==> src/rtl/byp_hazard_ctrl.sv <==
// byp_hazard_ctrl -- decode-stage forwarding and load-use hazard controller.
//
// Tracks the write/load/destination status of the instructions in ID_EX and
// EX_DM and produces, for the instruction in ID, the bypass selects that its
// EX-stage source muxes will use. The selects are registered into ID_EX, so
// they travel alongside the consumer's ID_EX data flops.
//
// Ports
//   clk, rst             clock, synchronous active-high reset
//   stall_ext            global freeze; every flop in this block holds
//   flush                taken branch/jump from EX; kills the ID instruction
//   re0_ID / re1_ID      ID instruction reads port 0 / port 1
//   p0_addr_ID/p1_addr_ID source registers of the ID instruction
//   we_ID, dst_addr_ID   ID instruction writes dst_addr_ID
//   ld_ID                ID instruction is a load (data valid after DM)
//   byp{0,1}_EX          registered: port takes the EX_DM result
//   byp{0,1}_DM          registered: port takes the DM_WB result
//   stall_IM_ID          combinational: hold PC and IM_ID
//   bubble_ID_EX         combinational: ID_EX control becomes a NOP
//
// DM_WB producers need no forwarding from here because the register file
// writes through in the same cycle, and a load in EX_DM is already
// forwardable from DM_WB by the time its consumer reaches EX. The DM_WB
// tracking stage and the EX_DM load flag therefore feed no output and are
// not kept.
module byp_hazard_ctrl #(
  parameter int RF_AW = 4
) (
  input  logic             clk,
  input  logic             rst,
  input  logic             stall_ext,
  input  logic             flush,
  input  logic             re0_ID,
  input  logic             re1_ID,
  input  logic [RF_AW-1:0] p0_addr_ID,
  input  logic [RF_AW-1:0] p1_addr_ID,
  input  logic             we_ID,
  input  logic [RF_AW-1:0] dst_addr_ID,
  input  logic             ld_ID,
  output logic             byp0_EX,
  output logic             byp1_EX,
  output logic             byp0_DM,
  output logic             byp1_DM,
  output logic             stall_IM_ID,
  output logic             bubble_ID_EX
);

  // tracking state
  logic             we_id_ex_q, ld_id_ex_q;
  logic [RF_AW-1:0] dst_id_ex_q;
  logic             we_ex_dm_q;
  logic [RF_AW-1:0] dst_ex_dm_q;
  logic             byp0_ex_q, byp1_ex_q, byp0_dm_q, byp1_dm_q;

  // next-state
  logic             byp0_ex_d, byp1_ex_d, byp0_dm_d, byp1_dm_d;
  logic             m0_idex, m1_idex, m0_exdm, m1_exdm;
  logic             load_use, kill;

  // R0 is hard-wired zero, so a write to it is never a forwarding source.
  function automatic logic match(input logic [RF_AW-1:0] addr,
                                 input logic             we,
                                 input logic [RF_AW-1:0] dst);
    return we && (dst == addr) && (addr != '0);
  endfunction

  always_comb begin
    m0_idex   = match(p0_addr_ID, we_id_ex_q, dst_id_ex_q);
    m1_idex   = match(p1_addr_ID, we_id_ex_q, dst_id_ex_q);
    m0_exdm   = match(p0_addr_ID, we_ex_dm_q, dst_ex_dm_q);
    m1_exdm   = match(p1_addr_ID, we_ex_dm_q, dst_ex_dm_q);

    // EX and DM selects are independent; the EX mux gives EX priority.
    byp0_ex_d = re0_ID & m0_idex;
    byp1_ex_d = re1_ID & m1_idex;
    byp0_dm_d = re0_ID & m0_exdm;
    byp1_dm_d = re1_ID & m1_exdm;

    // Gated by rst so a load caught in ID_EX (e.g. reset during a freeze)
    // cannot raise a stall or bubble in the reset cycle.
    load_use  = ~rst & ld_id_ex_q & ((re0_ID & m0_idex) | (re1_ID & m1_idex));
    kill      = ~rst & flush;

    // A flushed consumer is dead, so it never needs to be held.
    stall_IM_ID  = stall_ext | (load_use & ~kill);
    bubble_ID_EX = ~stall_ext & (kill | load_use);
  end

  always_ff @(posedge clk) begin
    if (rst) begin
      we_id_ex_q  <= 1'b0;
      ld_id_ex_q  <= 1'b0;
      dst_id_ex_q <= '0;
      we_ex_dm_q  <= 1'b0;
      dst_ex_dm_q <= '0;
      byp0_ex_q   <= 1'b0;
      byp1_ex_q   <= 1'b0;
      byp0_dm_q   <= 1'b0;
      byp1_dm_q   <= 1'b0;
    end else if (!stall_ext) begin
      // EX_DM always advances; only ID_EX is replaced by a bubble.
      we_ex_dm_q  <= we_id_ex_q;
      dst_ex_dm_q <= dst_id_ex_q;
      if (bubble_ID_EX) begin
        we_id_ex_q  <= 1'b0;
        ld_id_ex_q  <= 1'b0;
        dst_id_ex_q <= '0;
        byp0_ex_q   <= 1'b0;
        byp1_ex_q   <= 1'b0;
        byp0_dm_q   <= 1'b0;
        byp1_dm_q   <= 1'b0;
      end else begin
        we_id_ex_q  <= we_ID;
        ld_id_ex_q  <= ld_ID;
        dst_id_ex_q <= dst_addr_ID;
        byp0_ex_q   <= byp0_ex_d;
        byp1_ex_q   <= byp1_ex_d;
        byp0_dm_q   <= byp0_dm_d;
        byp1_dm_q   <= byp1_dm_d;
      end
    end
  end

  assign byp0_EX = byp0_ex_q;
  assign byp1_EX = byp1_ex_q;
  assign byp0_DM = byp0_dm_q;
  assign byp1_DM = byp1_dm_q;

endmodule

==> config.mk <==
export PLATFORM = sky130hd
export DESIGN_NAME = byp_hazard_ctrl
export DESIGN_NICKNAME = d
export VERILOG_FILES = /design/src/rtl/byp_hazard_ctrl.sv
export SDC_FILE = /design/constraint.sdc
export NUM_CORES = 1
export LEC_CHECK = 0
export CAP_MARGIN = 20
export CORE_UTILIZATION = 40
export CTS_BUF_LIST = sky130_fd_sc_hd__clkbuf_2 sky130_fd_sc_hd__clkbuf_4 sky130_fd_sc_hd__clkbuf_8
export DETAILED_ROUTE_END_ITERATION = 7
export DONT_BUFFER_PORTS = 1
export HOLD_SLACK_MARGIN = 0.06
export PLACE_DENSITY = 0.62
export SLEW_MARGIN = 20
export SYNTH_ARGS = -nofsm -noshare
export SYNTH_HDL_FRONTEND = slang
export SYNTH_SLANG_ARGS = --single-unit
export TNS_END_PERCENT = 10
==> constraint.sdc <==
create_clock -name clk -period 1.8 [get_ports clk]
set_input_delay 0.27 -clock clk [delete_from_list [all_inputs] [get_ports clk]]
set_output_delay 0.27 -clock clk [all_outputs]
set_load 0.01 [all_outputs]
=== Word-level counts from Yosys, hierarchy flattened ===
Index checks and enable logic that the tools add are counted.

* Register bits: 15
* Input port bits: 20

* Equal/unequal tests: 4
* Muxes and demuxes: 7
* Bitwise operators: 15
* Reduce and logical (&&, ||, !) cells: 10

{| class="wikitable"
|+ Operators with widths
! cell !! count
|-
| $eq A4 B4 Y1 || 4
|-
| $and A1 B1 Y1 || 9
|-
| $logic_and A1 B1 Y1 || 8
|-
| $reduce_bool A4 Y1 || 2
|-
| $mux W1 || 6
|-
| $mux W4 || 1
|-
| $not A1 Y1 || 3
|-
| $or A1 B1 Y1 || 3
|}

=== Depth between registers and ports, before layout ===
* Depth in word-level cells: 9
* Depth in mapped cells: 6

=== Least setup slack after synthesis ===
No wires, ideal clock.

* Path type: register to output
* From: reg dst_id_ex_q[0]
* To: out stall_IM_ID
* Arrival: 1.439 ns
* Data required time: 1.530 ns
* Slack: 0.091 ns
* Cell stages (with the launch flop): 5
* Path through: dfxtp_1 -> xor2_1 -> nor4_1 -> o21ai_0 -> o31ai_1

* Cells in the longest elaborated chain, start to end: 8
* Elaborated cells between the ends (all ways): 12
* Classes of those cells: 2 x eq/ne; 6 x bitwise; 4 x reduce/logical

{| class="wikitable"
|+ RTL lines
! what !! line !! source
|-
| start, declared || 50 || <nowiki>logic [RF_AW-1:0] dst_id_ex_q;</nowiki>
|-
| start signal, assigned || 115 || <nowiki>dst_id_ex_q <= dst_addr_ID;</nowiki>
|-
| $eq A4 B4 Y1 || 64 || <nowiki>return we && (dst == addr) && (addr != '0);</nowiki>
|-
| $logic_and A1 B1 Y1 (2 in series) || 64 ||
|-
| $and A1 B1 Y1 || 81 || <nowiki>load_use = ~rst & ld_id_ex_q & ((re0_ID & m0_idex) | (re1_ID & m1_idex));</nowiki>
|-
| $or A1 B1 Y1 * || 81 ||
|-
| $and A1 B1 Y1 * || 81 ||
|-
| $and A1 B1 Y1 * || 85 || <nowiki>stall_IM_ID = stall_ext | (load_use & ~kill);</nowiki>
|-
| $or A1 B1 Y1 * || 85 ||
|-
| end, declared || 44 || <nowiki>output logic stall_IM_ID,</nowiki>
|}

Every way passes the cells marked *; elsewhere a longest branch is shown, timed or not.

=== Final worst setup path ===
* From: reg dst_id_ex_q[1]
* To: out bubble_ID_EX

* Cells in the longest elaborated chain, start to end: 8
* Elaborated cells between the ends (all ways): 12
* Classes of those cells: 2 x eq/ne; 6 x bitwise; 4 x reduce/logical

{| class="wikitable"
|+ RTL lines
! what !! line !! source
|-
| $eq A4 B4 Y1 || 64 ||
|-
| $logic_and A1 B1 Y1 (2 in series) || 64 ||
|-
| $and A1 B1 Y1 || 81 ||
|-
| $or A1 B1 Y1 * || 81 ||
|-
| $and A1 B1 Y1 * || 81 ||
|-
| $or A1 B1 Y1 * || 86 || <nowiki>bubble_ID_EX = ~stall_ext & (kill | load_use);</nowiki>
|-
| $and A1 B1 Y1 * || 86 ||
|-
| end, declared || 45 || <nowiki>output logic bubble_ID_EX</nowiki>
|}

Marks and branches as above.

==> impl_metrics.ini <==
[yosys]
yosysWarnings = 0
avgSynthCellArea_sq_um = 8.79
synthTopCellsByArea = dfxtp_1, xor2_1, nand3_1
yosysSeqAreaShare_pct = 36.4
synth.distinct_cells = 29
postSynthCellCount = 94
yosys.area.top_type = dfxtp_1
ys_ff_latch = 15
synth_top_area_share_pct = 36.4
syn-cell-area_sq_um = 826
syn_nets = 114

[power_and_ir_drop]
pwr-share-comb_pct = 13.2
peakVddDrop_mv = 0.405
pwr-share-seq_pct = 55.2
switchingPower_mw = 0.157
p_clk_share_pct = 31.6
p_int_mw = 0.485
cellLeakagePower_nw = 0.371
finalPower_mw = 0.641
switching_share_pct = 24.4
p_per_area_mw_per_mm2 = 637

[floorplanning]
die_w_um = 47.4
num_rows = 16
start_util_pct = 42.5
die_h_um = 47.4
core_sq_mm = 0.00194
dieArea_sq_mm = 0.00225
pin_count = 26

[sta]
fin_ws_ps = -161
hold_violations = 0
fin_tns_setup_ps = -305
max_freq_mhz = 510
skew_ps = 0.941
fin_crit_sh_pct = 109
max-slew-margin-rel_pct = 68.3
maxSlewViolCount = 0
period_needed_ps = 1960
rsz0062_at_grt = true
tightestPinTransition_ps = 471
finalSetupViolCount = 2

[setup_path]
crit_chain = xnor2_2 -> nand3_2 -> nor4_4 -> buf_4 -> o21a_4 -> o21a_1
endpoint_kind = primary output
path_class = register to primary output
cp-startpoint = dst_id_ex_q[1]
critPathArrivalTime_ps = 1690
required_ps = 1530
slowest_delay_ps = 380
critPathBufInv = 1
path_delay_family = simple AND/OR/NAND/NOR gates
reg2reg_from = dst_id_ex_q[1]
worstPathMaxFanout = 4
start_kind = register
cpMaxStageDelayCell = dfxtp_4

[clock_tree]
clk_pin_slew_ps = 90
cts_tree = done
cts-htree-levels = 1
ctsLongestPathBuffers = 2
clkLatencyLatePin_ps = 270
cts-root-buf = clkbuf_4
cts_buffers = 3
clkSinkCount = 15

[routing]
post-route-drc-count = 0
drtIter0Drc = 10
via_count = 724
drtPass1Iterations = 4
wl_per_cell_um = 15.5
drt_wl_total_um = 2030
drtAntennaViolNets = 0
avgViaCountPerCell = 5.53

[finish]
syn_to_final_growth_pct = 22.0
fin_nets = 125
drive_gt1_share_pct = 24.0
finalCoreUtilization_pct = 51.9
num_antenna_cells = 0
largestRegisters = dst_ex_dm_q x4, dst_id_ex_q x4
fin_area_sq_mm = 0.00101

[place]
globalplace.congestion = 0.764
postPlaceCellArea_sq_um = 877
numPortBuffers = 0
hpwl_um = 1530

[min_path]
min_path_type = primary input to register
hp-start = stall_ext

[grt]
grt_pass1_wl_um = 2950
grt_overflow = 0
grt_antenna_before_repair = 0
grt_max_degree = 20
grt_pass1_vias = 676
grt_usage_pct = 18.8

[run]
drv_cap = 0

[outcome]
violations = setup timing
status = finished with violations
-- worst register-to-register path, stage by stage (launching register included) --
cell and delay [ps]:
dfxtp_4 380, xnor2_2 150, nand3_2 110, nor4_4 340, buf_4 170, o21a_4 120, buf_4 130, o21ai_1 70
-- cells in the mapped netlist --
cell type / count
dfxtp_1: 15
nand3_1: 15
nor2_1: 10
xor2_1: 9
xnor2_1: 7
o21ai_1: 6
mux2i_1: 5
o21ai_0: 3
a22oi_1: 2
clkbuf_1: 2
nor4_1: 2
a21o_1: 1
a21oi_1: 1
buf_2: 1
buf_4: 1
clkinv_1: 1
nand2_1: 1
nand4_1: 1
nand4_2: 1
nor2b_1: 1
nor3_1: 1
nor4_2: 1
o21a_1: 1
o21a_4: 1
o22ai_1: 1
o2bb2ai_1: 1
o31ai_1: 1
o41a_1: 1
or4_4: 1
-- area by class of cell --
| type | instances | area, sq um |
|---|---|---|
| inverters | 1 | 3.75 |
| multi-input cells | 74 | 554 |
| flip-flops and latches | 15 | 308 |
| fillers | 190 | 935 |
| well taps | 27 | 33.8 |
| clock buffers | 4 | 30.0 |
| repair buffers | 10 | 77.6 |
-- power groups by stage --
stage / Combinational, mW / Sequential [mW] / Clock, mW
2_1_floorplan: 0.0645 / 0.358 / 0
4_1_cts: 0.0798 / 0.354 / 0.211
3_3_place_gp: 0.0667 / 0.361 / 0
3_5_place_dp: 0.0684 / 0.362 / 0
6_report: 0.0849 / 0.354 / 0.202
5_1_grt: 0.0929 / 0.356 / 0.232
-- cell usage in the layout, fill, tap and decap left out, types with 4 or more instances in the layout --
master    count
mux2i_1       5
xnor2_1       5
nand3_1      14
clkbuf_4      4
nor2_1       10
buf_4         9
o21ai_1       6
xor2_1        9
dfxtp_1      13
-- path summary, 6_finish.rpt --
kind,endpoint,slack (ps),cells after the start
setup / recovery,bubble_ID_EX,-160,6
hold / removal,dst_id_ex_q[1],130,2
setup reg to reg,dst_id_ex_q[2],240,7
hold reg to reg,we_ex_dm_q,510,2
-- routing by layer --
metal / global-route usage (%) / share of wire, % / vias up
met3: 6.04 / 5.0 / 4
li1: - / - / 361
met2: 30.1 / 52 / 17
met4: 8.00 / 1.8 / 0
met1: 23.1 / 41 / 342
met5: 0 / 0 / -
-- kinds of logic (layout without fill, tap and decap cells) --
logic type,count (synthesis),count (layout),synth area share [%]
AO/OA/AOI/OAI,19,19,15.6
AND/OR/NAND/NOR,34,34,22.1
flip-flops,15,15,36.4
XOR/XNOR,16,16,17.0
buffers and inverters,5,15,2.88
multiplexers,5,5,6.06
-- per-stage QoR --
step                      setup WS, ps  hold slack (ps)  cells
final                             -161              129    131
after global routing              -275              115    131
after global placement            35.1              344    122
after CTS                         -206              122    130
after floorplan                   91.0              430     94
after detailed placement         -9.47              345    122
-- timing repair --
| item | 4_1_cts | 5_1_grt |
|---|---|---|
| resized for setup | 8 | 5 |
| endpoints found under the hold margin | 5 | 0 |
| setup buffers | 3 | 1 |
| pin swaps | 5 | 6 |
| hold buffers | 1 | 0 |
| setup endpoints to repair | 2 | 2 |
No activity file was read; power rests on OpenSTA's default activity.
